<file path="src/rtl/seq_serializer.sv">
// seq_serializer: parallel words -> serial bit stream on x for the 1011 detector; first bit 1 cycle after accept.
// bit_en=0 freezes the shifter and drops din_ready; `define SER_PARITY_EN appends an even-parity bit per word.
module seq_serializer #(
  parameter int WIDTH     = 8,
  parameter bit MSB_FIRST = 1'b1
) (
  input  logic             clk,
  input  logic             reset_n,
  input  logic             bit_en,
  input  logic [WIDTH-1:0] din,
  input  logic             din_valid,
  output logic             din_ready,
  output logic             x,
  output logic             x_valid,
  output logic             frame_start,
  output logic             frame_end,
  output logic             busy
);

  localparam int CW = $clog2(WIDTH + 1);
  localparam logic [CW-1:0] CNT_FULL = CW'(WIDTH);
  localparam logic [CW-1:0] CNT_LAST = CW'(WIDTH - 1);

`ifdef SER_PARITY_EN
  typedef enum logic [1:0] {IDLE = 2'd0, SHIFT = 2'd1, PAR = 2'd2} state_t;
  // a one-bit word carries no parity bit
  localparam bit PAR_EN = (WIDTH > 1);
`else
  typedef enum logic [1:0] {IDLE = 2'd0, SHIFT = 2'd1} state_t;
  localparam bit PAR_EN = 1'b0;
`endif

  state_t           state, state_n;
  logic [CW-1:0]    cnt, cnt_n;
  logic [WIDTH-1:0] shreg, shreg_n;
  logic             x_n, x_valid_n, frame_start_n, frame_end_n;
  logic             load_point;
  logic [WIDTH-1:0] din_ord, sh_ord;
  logic             cur_bit;

  // Re-index a word so that bit 0 is the first bit on the wire.
  function automatic logic [WIDTH-1:0] to_wire_order(input logic [WIDTH-1:0] w);
    logic [WIDTH-1:0] r;
    for (int i = 0; i < WIDTH; i++) begin
      r[i] = MSB_FIRST ? w[WIDTH-1-i] : w[i];
    end
    return r;
  endfunction

  always_comb begin
    din_ord = to_wire_order(din);
    sh_ord  = to_wire_order(shreg);
    cur_bit = 1'b0;
    for (int i = 0; i < WIDTH; i++) begin
      if (cnt == CW'(i)) cur_bit = sh_ord[i];
    end
  end

  always_comb begin
    load_point = (state == IDLE) || ((state == SHIFT) && (cnt == CNT_FULL) && !PAR_EN);
`ifdef SER_PARITY_EN
    if (state == PAR) load_point = 1'b1;
`endif
  end

  assign din_ready = bit_en & load_point;
  assign busy      = (state != IDLE);

  always_comb begin
    state_n       = state;
    cnt_n         = cnt;
    shreg_n       = shreg;
    x_n           = x;
    x_valid_n     = 1'b0;
    frame_start_n = 1'b0;
    frame_end_n   = 1'b0;
    if (bit_en) begin
      if (load_point) begin
        if (din_valid) begin
          shreg_n       = din;
          x_n           = din_ord[0];
          x_valid_n     = 1'b1;
          frame_start_n = 1'b1;
          frame_end_n   = (WIDTH == 1) && !PAR_EN;
          cnt_n         = CW'(1);
          state_n       = SHIFT;
        end else begin
          x_n     = 1'b0;
          cnt_n   = '0;
          state_n = IDLE;
        end
      end else if (cnt != CNT_FULL) begin
        x_n         = cur_bit;
        x_valid_n   = 1'b1;
        frame_end_n = (cnt == CNT_LAST) && !PAR_EN;
        cnt_n       = cnt + CW'(1);
      end
`ifdef SER_PARITY_EN
      else begin
        // XOR of the data bits makes the frame's count of ones even
        x_n         = ^shreg;
        x_valid_n   = 1'b1;
        frame_end_n = 1'b1;
        state_n     = PAR;
      end
`endif
    end
  end

  always_ff @(posedge clk or negedge reset_n) begin
    if (!reset_n) begin
      state       <= IDLE;
      cnt         <= '0;
      shreg       <= '0;
      x           <= 1'b0;
      x_valid     <= 1'b0;
      frame_start <= 1'b0;
      frame_end   <= 1'b0;
    end else begin
      state       <= state_n;
      cnt         <= cnt_n;
      shreg       <= shreg_n;
      x           <= x_n;
      x_valid     <= x_valid_n;
      frame_start <= frame_start_n;
      frame_end   <= frame_end_n;
    end
  end

endmodule
</file>
<file path="config.mk">
export PLATFORM = sky130hd
export DESIGN_NAME = seq_serializer
export DESIGN_NICKNAME = d
export VERILOG_FILES = /design/src/rtl/seq_serializer.sv
export SDC_FILE = /design/constraint.sdc
export NUM_CORES = 1
export LEC_CHECK = 0
export BUFFER_PORTS_ARGS = -buffer_cell sky130_fd_sc_hd__clkbuf_2
export CAP_MARGIN = 20
export CORE_MARGIN = 3
export CORE_UTILIZATION = 52
export DETAILED_ROUTE_END_ITERATION = 16
export GPL_TIMING_DRIVEN = 0
export PLACE_DENSITY = 0.86
export REMOVE_ABC_BUFFERS = 1
export SYNTH_ARGS = -nofsm -noshare
export SYNTH_HDL_FRONTEND = slang
export SYNTH_SLANG_ARGS = --single-unit
</file>
<file path="constraint.sdc">
create_clock -name clk -period 2.31 [get_ports clk]
set_input_delay 0.231 -clock clk [delete_from_list [all_inputs] [get_ports clk]]
set_output_delay 0.231 -clock clk [all_outputs]
set_load 0.05 [all_outputs]
</file>
==> run_results.csv <==
group,metric,value,unit
power,pwr-share-seq,41.5,%
sta,finalClockSkew,0.00385,ns
global_route,grt_overflow,0,
global_route,grt_antenna_before_repair,0,
logic_synthesis,synthFlopType,"dfrtp_1",
finish,nFillCells,129,
logic_synthesis,seq_area_frac_synth,47.9,%
global_route,grt_use_met3,8.43,%
power,leakage,0.475,nW
logic_synthesis,synth_top_cell_by_area,"dfrtp_1",
finish,area_growth,13.0,%
hold_path,hold_path_depth,2,
hold_path,worstHoldStart,"din[3]",
power,p_int,758,uW
finish,layout.nets,109,
hold_path,hold_path_end,"shreg[3]",
logic_synthesis,synthTopCellsByArea,"dfrtp_1 (48%), mux2_4 (14%), ha_1 (5.6%), buf_6 (2.5%), a221o_1 (2.3%)",
sta,clock.fmax,465,MHz
detailed_routing,drc,0,
setup_path,path_delay_family,"simple AND/OR/NAND/NOR gates",
global_route,gr-max-usage-layer,"met2",
global_route,grt_pass1_wl,2650,um
flow_run,cap_viol_max_count,0,
power,switching_power,491,uW
sta,setup-violations-final,0,
setup_path,cp_cell_sequence,"inv_1 > ha_1 > and3b_1 > nand2b_4 > and2_1 > clkbuf_2",
logic_synthesis,synth_cells,73,
status,run_status,"complete, no violations",
logic_synthesis,synth_edf_count,0,
power,power_density,1240,nW/um^2
sta,timing.final.max_slew_violations,0,
sta,worstMarginPinSlew,0.420,ns
clock_network,cts_tree,"yes",
placed_design,gp_congestion,0.734,
detailed_routing,firstDrtPassIters,4,
detailed_routing,wire_per_inst,14.9,um
placed_design,hpwl,1130,um
floorplan,die_h,47.3,um
detailed_routing,vias,636,
placed_design,place_area,967,um^2
floorplan,std_cell_rows,14,
setup_path,start_kind,"register",
logic_synthesis,ys_warn_count,0,
sta,fin_hold_ws,0.164,ns
global_route,gr-usage-met1,19.0,%
setup_path,critPathMaxFanout,6,
logic_synthesis,synth.distinct_cells,27,
sta,post-route-period-util,93.1,%
finish,n_antenna_cell,0,
sta,finalSetupTns,0,ns
global_route,grt_pass1_vias,635,
setup_path,ff2ff_setup_slack,0.37,ns
detailed_routing,wirelength,1610,um
floorplan,die_area,2240,um^2
logic_synthesis,ys_top_cells_by_count,"dfrtp_1 (17), mux2_4 (8), nand2_1 (5)",
setup_path,crit_buf_inv,2,
sta,slew_headroom,72.0,%
power,swShare,39.3,%
finish,final_core_util,64.4,%
power,vdd_drop_max,0.000679,V
logic_synthesis,yosysMostFrequentCell,"dfrtp_1",
clock_network,clk_latency,0.29,ns
clock_network,cts_sinks,17,
logic_synthesis,syn_area,888,um^2
hold_path,hold_path_class,"input port to register",
sta,grt_setup_unrepaired,"no",
clock_network,cts_hold_buf,1,
placed_design,port_buffers,17,
clock_network,postCtsSetupBuffers,0,
detailed_routing,ant_nets,0,
global_route,grt_use_met2,29.4,%
setup_path,worstSetupPathType,"register to primary output",
global_route,grt_usage,17.6,%
setup_path,r2r_start,"cnt[0]",
logic_synthesis,synth.top_cell.area_share,47.9,%
setup_path,reg2regPathDepth,6,
floorplan,io_pins,18,
floorplan,core_area,1560,um^2
sta,post-route-min-period,2.15,ns
setup_path,cpPeakStageDelay,0.46,ns
logic_synthesis,async_reset_ff_share,100,%
clock_network,cts_max_level,1,
global_route,grt_max_degree,18,
power,clockPowerShare,12.7,%
finish,finish.instance_area,1000,um^2
setup_path,worstReg2RegEnd,"shreg[2]",
clock_network,cts_resized,0,
floorplan,die_w,47.3,um
floorplan,floorplan.initialDensity,57.0,%
logic_synthesis,ys_ff_latch,17,
setup_path,worst_ep_arrival_time,1.92,ns
finish,fin_cells,108,
power,power_frac_comb,45.8,%
sta,hold_viol_final,0,
logic_synthesis,syn_area_per_cell,12.2,um^2
placed_design,placed_cells,103,
setup_path,cp-end-kind,"primary output",
clock_network,cts-root-buf,"clkbuf_4",
setup_path,required,2.08,ns
clock_network,path_clk_slew,0.10,ns
clock_network,cts_buffers,3,
finish,final_layout_size_suffix_gt1_share,34.8,%
setup_path,crit_slowest_cell,"dfrtp_1",
detailed_routing,drt-initial-drc-count,19,
detailed_routing,avgViaCountPerCell,5.89,
clock_network,cts_buffer_depth,2,
-- kinds of logic (layout without fill, tap and decap cells) --
| group | count (synthesis) | in the layout | share of synthesized area [%] |
|---|---|---|---|
| buffers and inverters | 7 | 26 | 4.65 |
| AOI/OAI and AO/OA | 16 | 16 | 13.4 |
| DFF | 17 | 17 | 47.9 |
| muxes | 9 | 9 | 14.8 |
| adders and majority gates | 4 | 4 | 5.63 |
| and+or+nand+nor | 20 | 20 | 13.7 |
-- worst max path at each step --
stage,from,endpoint,depth (start not counted)
2_1_floorplan,cnt[0],shreg[0],6
3_3_place_gp,cnt[0],shreg[6],6
3_5_place_dp,cnt[0],shreg[1],6
4_1_cts,cnt[0],din_ready,6
5_1_grt,cnt[0],din_ready,6
6_report,cnt[0],din_ready,6
-- area by class of cell --
class                      instances  area [um^2]  area share (%)
tap                               16         20.0            2.00
clock buffer                       4         26.3            2.62
timing repair buffer              18         95.1            9.48
multi-input combinational         49          422            42.0
sequential                        17          425            42.4
inverter                           4         15.0            1.50
-- state kept, by name (all words and copies together) (netlist names) --
name         count
frame_end        1
x                1
x_valid          1
frame_start      1
shreg            8
state            1
cnt              4
-- layer usage --
layer  vias to the layer above  share of wire (%)
met5                         -                  0
met4                         0                1.3
met3                         4                6.2
met2                        26                 48
met1                       308                 44
li1                        298                  -
-- worst reg2reg max path: stages (launching register included) --
cell and delay (ns):
dfrtp_1 0.46, inv_1 0.12, ha_1 0.20, and3b_1 0.26, nand2b_4 0.17, and3_4 0.30
mux2_4 0.32
-- cell usage in the layout (no fill, tap or decap), types with 2 or more instances in the layout --
cell      Yosys  routed
a21oi_1       3       3
a221o_1       2       2
clkbuf_2      0      17
clkbuf_4      0       3
dfrtp_1      17      17
ha_1          4       4
inv_1         4       4
mux2_4        8       8
nand2_1       5       5
nand3_1       4       4
nand3b_1      2       2
nor2_1        2       2
o21a_1        2       2
o21ai_0       2       2
o22ai_1       2       2
o31ai_1       2       2
-- stage by stage --
step / total power, mW / worst slack [ns]
global placement: 1.07 / 0.451
floorplan: 0.963 / 0.588
finish: 1.25 / 0.159
CTS: 1.26 / 0.158
global route: 1.34 / 0.0653
detailed placement: 1.09 / 0.403
-- power groups by stage --
stage	Sequential (mW)	Clock [mW]	Combinational, mW
6_report	0.518	0.159	0.572
5_1_grt	0.537	0.177	0.625
4_1_cts	0.519	0.165	0.575
3_5_place_dp	0.522	0	0.572
3_3_place_gp	0.516	0	0.558
2_1_floorplan	0.580	0	0.383
No activity file was read; power rests on OpenSTA's default activity.
